File: config.mk
export PLATFORM = sky130hd
export DESIGN_NAME = move_scheduler
export DESIGN_NICKNAME = d
export VERILOG_FILES = /design/src/rtl/move_scheduler.sv
export SDC_FILE = /design/constraint.sdc
export NUM_CORES = 1
export LEC_CHECK = 0
export ABC_AREA = 1
export CORE_UTILIZATION = 50
export DETAILED_ROUTE_END_ITERATION = 8
export PLACE_DENSITY = 0.77
export SLEW_MARGIN = 40
export SYNTH_ARGS = -nofsm -noshare
export SYNTH_HDL_FRONTEND = slang
export SYNTH_SLANG_ARGS = --single-unit
File: constraint.sdc
create_clock -name clk -period 1.6 [get_ports clk]
set_input_delay 0.32 -clock clk [delete_from_list [all_inputs] [get_ports clk]]
set_output_delay 0.32 -clock clk [all_outputs]
set_load 0.03 [all_outputs]
File: src/rtl/move_scheduler.sv
// -----------------------------------------------------------------------------
// move_scheduler
//
// Turns synchronized button levels into single 2048 move requests, then walks
// the slide engine across the four lanes of the board one lane at a time.
// After the last lane, a tile spawn is requested only if at least one lane
// changed. A start press clears the board and the move counter.
//
// Simultaneous presses at one edge are arbitrated S > U > D > L > R. Direction
// presses are ignored while game_over is high. The start button is always
// accepted.
//
// Build option: define MOVE_QUEUE_EN to add a one-entry queue. It holds the
// first press seen while busy and launches it when the FSM returns to IDLE.
// Without the macro, presses made while busy are dropped.
//
// Ports
//   clk, rst         clock; asynchronous active-low reset
//   btn_s/u/d/l/r    synchronized button levels (start, up, down, left, right)
//   game_over        board level; blocks direction moves
//   lane_start       one-cycle pulse: slide lane lane_idx in direction lane_dir
//   lane_idx         lane under process, 0..3
//   lane_dir         0=up, 1=down, 2=left, 3=right
//   lane_done        slide engine finished the current lane (pulse)
//   lane_moved       qualified by lane_done: lane content changed
//   spawn_req        request a new tile; held until spawn_ack
//   spawn_ack        spawn complete
//   clear_req        one-cycle pulse: clear the board (new game)
//   busy             FSM is not IDLE
//   err_timeout      one-cycle pulse when a lane never reports done
//   move_count       effective moves completed; wraps
//   dbg_state        FSM state: 0 IDLE, 1 ISSUE, 2 WAIT, 3 SPAWN, 4 CLEAR
//
// Handshakes: lane_start/lane_done form a request/response pair. Exactly one
// lane_done is expected per lane_start. A lane_done outside WAIT is ignored.
// spawn_req stays high until the cycle in which spawn_ack is seen high. A
// spawn_ack outside SPAWN is ignored.
// -----------------------------------------------------------------------------
module move_scheduler #(
    parameter int LANE_TIMEOUT = 64,
    parameter int CNT_W        = 16
) (
    input  logic             clk,
    input  logic             rst,
    input  logic             btn_s,
    input  logic             btn_u,
    input  logic             btn_d,
    input  logic             btn_l,
    input  logic             btn_r,
    input  logic             game_over,
    output logic             lane_start,
    output logic [1:0]       lane_idx,
    output logic [1:0]       lane_dir,
    input  logic             lane_done,
    input  logic             lane_moved,
    output logic             spawn_req,
    input  logic             spawn_ack,
    output logic             clear_req,
    output logic             busy,
    output logic             err_timeout,
    output logic [CNT_W-1:0] move_count,
    output logic [2:0]       dbg_state
);

    typedef enum logic [2:0] {
        S_IDLE  = 3'd0,
        S_ISSUE = 3'd1,
        S_WAIT  = 3'd2,
        S_SPAWN = 3'd3,
        S_CLEAR = 3'd4
    } state_t;

    // The lane timeout fires on the LANE_TIMEOUT-th WAIT cycle without lane_done.
    localparam logic [7:0] TMO_LAST = 8'(LANE_TIMEOUT - 1);

    state_t           state_q, state_d;
    logic [4:0]       btn_q;
    logic             armed_q;
    logic [1:0]       lane_idx_q, lane_idx_d;
    logic [1:0]       lane_dir_q, lane_dir_d;
    logic             moved_q, moved_d;
    logic [7:0]       tmo_cnt_q, tmo_cnt_d;
    logic             err_q, err_d;
    logic [CNT_W-1:0] count_q, count_d;

    logic [4:0]       btn_now;
    logic [4:0]       rise;
    logic             press_vld;
    logic             press_is_s;
    logic [1:0]       press_dir;
    logic             go_vld;
    logic             go_is_s;
    logic [1:0]       go_dir;
    logic             moved_upd;

    // Bit order: 4=S, 3=U, 2=D, 1=L, 0=R (descending priority).
    assign btn_now = {btn_s, btn_u, btn_d, btn_l, btn_r};

    // armed_q masks the first edge after reset. Buttons already held through
    // reset then do not look like fresh presses.
    assign rise       = armed_q ? (btn_now & ~btn_q) : 5'd0;
    assign press_vld  = |rise;
    assign press_is_s = rise[4];

    always_comb begin
        press_dir = 2'd3;
        if (rise[3]) begin
            press_dir = 2'd0;
        end else if (rise[2]) begin
            press_dir = 2'd1;
        end else if (rise[1]) begin
            press_dir = 2'd2;
        end
    end

`ifdef MOVE_QUEUE_EN
    logic       q_valid_q, q_valid_d;
    logic       q_is_s_q, q_is_s_d;
    logic [1:0] q_dir_q, q_dir_d;

    // A queued press launches before a fresh press at the same IDLE edge. A
    // queued direction that is blocked by game_over is discarded. A fresh
    // press can still launch on that edge.
    always_comb begin
        go_vld  = 1'b0;
        go_is_s = 1'b0;
        go_dir  = 2'd0;
        if (q_valid_q && (q_is_s_q || !game_over)) begin
            go_vld  = 1'b1;
            go_is_s = q_is_s_q;
            go_dir  = q_dir_q;
        end else if (press_vld && (press_is_s || !game_over)) begin
            go_vld  = 1'b1;
            go_is_s = press_is_s;
            go_dir  = press_dir;
        end
    end

    // IDLE always empties the queue: the entry either launched or was discarded.
    always_comb begin
        q_valid_d = q_valid_q;
        q_is_s_d  = q_is_s_q;
        q_dir_d   = q_dir_q;
        if (state_q == S_IDLE || state_q == S_CLEAR) begin
            q_valid_d = 1'b0;
        end else if (!q_valid_q && press_vld) begin
            q_valid_d = 1'b1;
            q_is_s_d  = press_is_s;
            q_dir_d   = press_dir;
        end
    end

    always_ff @(posedge clk or negedge rst) begin
        if (!rst) begin
            q_valid_q <= 1'b0;
            q_is_s_q  <= 1'b0;
            q_dir_q   <= 2'd0;
        end else begin
            q_valid_q <= q_valid_d;
            q_is_s_q  <= q_is_s_d;
            q_dir_q   <= q_dir_d;
        end
    end
`else
    always_comb begin
        go_vld  = 1'b0;
        go_is_s = 1'b0;
        go_dir  = 2'd0;
        if (press_vld && (press_is_s || !game_over)) begin
            go_vld  = 1'b1;
            go_is_s = press_is_s;
            go_dir  = press_dir;
        end
    end
`endif

    assign moved_upd = moved_q | lane_moved;

    always_comb begin
        state_d    = state_q;
        lane_idx_d = lane_idx_q;
        lane_dir_d = lane_dir_q;
        moved_d    = moved_q;
        tmo_cnt_d  = tmo_cnt_q;
        err_d      = 1'b0;
        count_d    = count_q;
        case (state_q)
            S_IDLE: begin
                if (go_vld) begin
                    if (go_is_s) begin
                        state_d = S_CLEAR;
                    end else begin
                        state_d    = S_ISSUE;
                        lane_idx_d = 2'd0;
                        lane_dir_d = go_dir;
                        moved_d    = 1'b0;
                    end
                end
            end
            S_ISSUE: begin
                tmo_cnt_d = 8'd0;
                state_d   = S_WAIT;
            end
            S_WAIT: begin
                if (lane_done) begin
                    moved_d = moved_upd;
                    if (lane_idx_q != 2'd3) begin
                        lane_idx_d = lane_idx_q + 2'd1;
                        state_d    = S_ISSUE;
                    end else begin
                        state_d = moved_upd ? S_SPAWN : S_IDLE;
                    end
                end else if (tmo_cnt_q == TMO_LAST) begin
                    err_d   = 1'b1;
                    state_d = S_IDLE;
                end else begin
                    tmo_cnt_d = tmo_cnt_q + 8'd1;
                end
            end
            S_SPAWN: begin
                if (spawn_ack) begin
                    count_d = count_q + CNT_W'(1);
                    state_d = S_IDLE;
                end
            end
            S_CLEAR: begin
                count_d = '0;
                state_d = S_IDLE;
            end
            default: begin
                state_d = S_IDLE;
            end
        endcase
    end

    always_ff @(posedge clk or negedge rst) begin
        if (!rst) begin
            state_q    <= S_IDLE;
            btn_q      <= 5'd0;
            armed_q    <= 1'b0;
            lane_idx_q <= 2'd0;
            lane_dir_q <= 2'd0;
            moved_q    <= 1'b0;
            tmo_cnt_q  <= 8'd0;
            err_q      <= 1'b0;
            count_q    <= '0;
        end else begin
            state_q    <= state_d;
            btn_q      <= btn_now;
            armed_q    <= 1'b1;
            lane_idx_q <= lane_idx_d;
            lane_dir_q <= lane_dir_d;
            moved_q    <= moved_d;
            tmo_cnt_q  <= tmo_cnt_d;
            err_q      <= err_d;
            count_q    <= count_d;
        end
    end

    assign lane_start  = (state_q == S_ISSUE);
    assign spawn_req   = (state_q == S_SPAWN);
    assign clear_req   = (state_q == S_CLEAR);
    assign busy        = (state_q != S_IDLE);
    assign lane_idx    = lane_idx_q;
    assign lane_dir    = lane_dir_q;
    assign err_timeout = err_q;
    assign move_count  = count_q;
    assign dbg_state   = state_q;

endmodule
# Word-level counts from Yosys, hierarchy flattened
# Cells that the tools add are included.
[op_classes]
n_eq_ne = 14
muxes = 32
add_sub_neg = 3
n_reduce_logical = 15
bitwise = 4
[op_table]
columns = ["op", "count"]
rows = [
  ["16-bit one-hot mux with 2 select lines", 1],
  ["2-bit 2-to-1 mux", 9],
  ["16-bit by 1-bit adder with 16-bit output, second input constant", 1],
  ["16-bit 2-to-1 mux", 1],
  ["8-bit 2-to-1 mux", 2],
  ["8-bit one-hot mux with 2 select lines", 1],
  ["3-bit 2-to-1 mux", 5],
  ["2-bit != test, second input constant", 7],
  ["3-bit one-hot mux with 4 select lines", 1],
  ["1-bit 2-to-1 mux", 9],
  ["3-bit AND reduction", 3],
  ["8-bit by 1-bit adder with 8-bit output, second input constant", 1],
  ["8-bit by 6-bit equality test with 1-bit output, second input constant", 1],
  ["3-bit by 2-bit equality test with 1-bit output, second input constant", 2],
  ["2-bit nonzero test", 3],
  ["5-bit AND", 1],
  ["5-bit 2-to-1 mux", 1],
  ["5-bit inverter", 1],
  ["5-bit AND reduction", 1],
  ["5-bit OR reduction", 1],
  ["2-bit one-hot mux with 2 select lines", 1],
  ["4-bit AND reduction", 1],
  ["3-bit by 1-bit equality test with 1-bit output, second input constant", 1],
  ["3-bit equality test, second input constant", 1],
  ["other kinds (12)", 12],
]
[totals]
wordCells = 77
ff_bits = 39

# Depth between registers and ports, before layout
[logic_depth]
ltp_word = 9
mapped_depth = 10
mapped_depth_nobuf = 10

# Least setup slack after synthesis
# Ideal clock, no wire load.
[synth_path]
path_kind = "reg-to-reg"
startpoint = "register state_q[0], in the netlist dbg_state[0]"
endpoint = "register lane_idx_q[0], in the netlist lane_idx[0]"
period_less_slack_ns = 1.566
setup_slack_ns = 0.034
t_arrival_ns = 1.444
required_ns = 1.479
path_buffers = 0
path_stages_with_launch = 8
setup_time_ns = 0.121
path_cell_list = "dfrtp_1 inv_1 nand2_1 nor2_1 nor3_1 nand2_1 nand2_1 o21ai_1"
[synth_via]
elab_chain_cells = 3
elab_cells_between_ends = 9
[synth_lines]
columns = ["item", "line", "rtl"]
rows = [
  ["start, declared", "76", "state_t state_q, state_d;"],
  ["start signal, assigned", "248", "state_q <= state_d;"],
  ["3-bit by 2-bit equality test with 1-bit output / 3-bit logical NOT (equally long branches)", "187", "case (state_q)"],
  ["2-bit != test (no line) / 2-bit nonzero test (equally long branches)", "n/a", ""],
  ["5-bit AND reduction (no line)", "n/a", ""],
  ["end signal, assigned", "251", "lane_idx_q <= lane_idx_d;"],
  ["end, declared", "79", "logic [1:0] lane_idx_q, lane_idx_d;"],
]
# Several ways; a longest one is shown, not always the timed one.
# A chain may end at the register's enable or synchronous reset.

# Final worst setup path
[layout_path]
startpoint = "register state_q[1], in the netlist dbg_state[1]"
endpoint = "output port lane_start"
[layout_via]
elab_chain_cells = 1
[layout_lines]
columns = ["item", "line", "rtl"]
rows = [
  ["3-bit by 1-bit equality test with 1-bit output", "260", "assign lane_start = (state_q == S_ISSUE);"],
  ["end, declared", "51", "output logic lane_start,"],
]
# Every way passes these cells.

==> summary.txt <==
status = finished, final reports clean
crit end category = output pin
share of cells above drive strength 1 = 0.1708
Mapped Area = 0.002082 mm^2
Layout area overhead = 30.53%
Crit Path Max Fanout = 4
critical path class = flip-flop to output pin
CP Launch Type = flip-flop
setup TNS = 0 ns
final worst slack = 0.04948 ns
filler instances = 357
RSZ-0062 raised after global routing = true
CTS Buf Count = 5
Gate power share = 0.421
Yosys cell types = 33
slowest CP cell = dfrtp_1
die width = 66.53 um
Syn Inst Count = 260
DR iter-0 viols = 144
Pre-antenna DRT Iters = 4
clock network power share = 0.187
Clock Skew = 0.005182 ns
max-cap viol count = 0
Final Max Tran Viols = 0
syn_area_per_cell = 8.008 um^2
worst vdd ir = 0.0008976 V
Slew Limit Headroom = 0.6640
Seq/Total Area, Yosys = 0.4688
net switching share of the total power = 0.3984
Ys Warns = 0
DP Worst Slack = -0.08935 ns
ANT nets after route = 0
largest net degree at the start of global routing = 40
GPL Wtd Cong = 0.8946
switching power total = 0.001295 W
CP cell instances = buf_6 -> nor2_4 -> nand2_2 -> inv_2 -> buf_6
largest stage delay on the critical path = 0.42 ns
Worst-path clk slew = 0.07 ns
root buf cell = clkbuf_8
commonest non-fill, non-tap cell in the layout = nand2_1
CTS tree = built
dpl hpwl = 3302 um
FP Rows = 23
fin crit share = 0.9691
final core occ = 0.6794
Placed Cells = 360
Final Instance Count excl. Fillers = 372
clock tree sinks = 39
hold crit path type = input port to asynchronous set/reset pin
clock latency on the worst-skew pair = 0.28 ns
die area = 0.004426 mm^2
WP data arrival = 1.23 ns
vias in the first global route = 1765
mean routed wirelength per cell = 12.06 um
number of H-tree levels = 2
synthesized flop and latch total = 39
worst-margin pin slew = 0.5040 ns
final setup violation count = 0
port bufs = 38
Top Ports = 39
Int Pwr = 0.001956 W
min cycle time layout = 1.551 ns
Achievable Freq = 644.9 MHz
Final Hold Viols = 0
syn nets = 274
final WL = 4486 um
Congestion Overflow GR = 0
first-pass GRT wire length = 7603 um
DR vias = 1920
Sequential Power Share = 0.392
Leak = 1.412 nW
vias per cell = 5.161
hold buffers post-CTS = 0
GRT Util Overall = 0.2268
most frequent cells in the layout = nand2_1 (58), dfrtp_1 (39), inv_1 (31)
CP dominant cell by count = buf_6
Initial Util = 0.5205
Core ar. = 0.004000 mm^2
Critical Path RT = 1.28 ns
initial antenna violation count = 0
Ant. Diodes = 0
pwr dens = 1196 mW/mm^2
DRC violations left = 0
Chip Height = 66.53 um
NumNets Final = 337
Clock Path Buffers = 2
-- cell usage after synthesis (all sizes together) --
cell type  count  area, um^2
nand3         21       110.1
o21ai         15       75.07
or2            2       12.51
dfrtp         39       975.9
xnor2          1       8.760
nor3b          2       15.01
buf            2       18.77
o22ai          3       18.77
ha             3       37.54
conb           1       3.750
o21a           1       7.510
mux2i          1       10.01
a22o           1       10.01
nand4         11       90.08
inv           37       138.9
nand2         64       262.8
nor3           5       25.02
a31oi          1       6.260
nor2          33       151.4
nand3b         1       7.510
a21oi         11       55.05
xor2           3       26.28
o31ai          2       15.01
-- logic make-up after synthesis --
logic type               Yosys count  share of synthesized area
AND/OR/NAND/NOR                  139                     0.3239
flip-flops                        39                     0.4688
buffers and inverters             39                    0.07572
AO/OA/AOI/OAI                     34                    0.09014
XOR/XNOR                           4                    0.01683
adder cells (fa/ha/maj)            3                    0.01803
other                              1                   0.001801
multiplexers                       1                   0.004808
-- sequential cells by signal (all words and copies together) (netlist names), 2 cells and up --
register    cells
btn_q           5
dbg_state       3
lane_dir        2
lane_idx        2
move_count     16
tmo_cnt_q       8
-- layout make-up --
type                            instances  area [um^2]  share of cell area
Tap cell                               50        62.56             0.02302
Inverter                               37        138.9             0.05110
Clock buffer                            6        72.57             0.02670
Timing Repair Buffer                   57        489.2              0.1800
Sequential cell                        39        975.9              0.3591
Multi-Input combinational cell        183        978.4              0.3600
-- metal layers --
layer	share of wire	track usage	wire length, um	up-vias
met5	0	0	0	-
met2	0.49	0.3852	2191	51
met4	0.011	0.07447	50	0
met1	0.46	0.2893	2051	889
met3	0.043	0.04281	193	5
li1	-	-	-	975
-- worst paths after layout --
| kind | endpoint | from | slack, ns | cells after the start |
|---|---|---|---|---|
| setup / recovery | lane_start | dbg_state[1]$_DFFE_PN0P_ | 0.05 | 5 |
| hold / removal | move_count[4]$_DFFE_PN0P_ | rst | 0.08 | 2 |
| setup reg to reg | tmo_cnt_q[2]$_DFFE_PN0P_ | dbg_state[0]$_DFFE_PN0P_ | 0.13 | 8 |
| hold reg to reg | moved_q$_DFFE_PN0P_ | moved_q$_DFFE_PN0P_ | 0.49 | 2 |
| max in group asynchronous | move_count[10]$_DFFE_PN0P_ | rst | 1.17 | 2 |
| min in group clk | moved_q$_DFFE_PN0P_ | moved_q$_DFFE_PN0P_ | 0.49 | 2 |
-- worst max-delay path, delay by kind of cell, from the launching register on --
kind          cells  cell delay [ns]
flops             1             0.42
buf+inv           3             0.33
simple gates      2             0.20
-- power by group through the flow --
stage / combinational (W) / clock (W) / sequential [W]
floorplan: 0.000618 / 0 / 0.00149
global placement: 0.00132 / 0 / 0.00129
detailed placement: 0.00134 / 0 / 0.00129
CTS: 0.00132 / 0.000621 / 0.00127
global route: 0.00150 / 0.000649 / 0.00130
finish: 0.00137 / 0.000608 / 0.00127
-- timing repair --
| item | in CTS | in global routing |
|---|---|---|
| buffers inserted | 2 | 3 |
| cloned | 0 | 1 |
| endpoints found under the setup margin | 25 | 5 |
| gates resized for setup | 25 | 9 |
| pin swaps | 0 | 2 |
-- stage by stage --
step           hold WS (ns)  power, W  instance area [um^2]
6_report            0.07518  0.003251                  2718
5_1_grt              0.1335  0.003440                  2718
4_1_cts              0.1040  0.003210                  2660
3_5_place_dp         0.4142  0.002633                  2596
3_3_place_gp         0.4048  0.002610                  2596
2_1_floorplan       0.02441  0.002103                  2082
No activity file was read; power rests on OpenSTA's default activity.
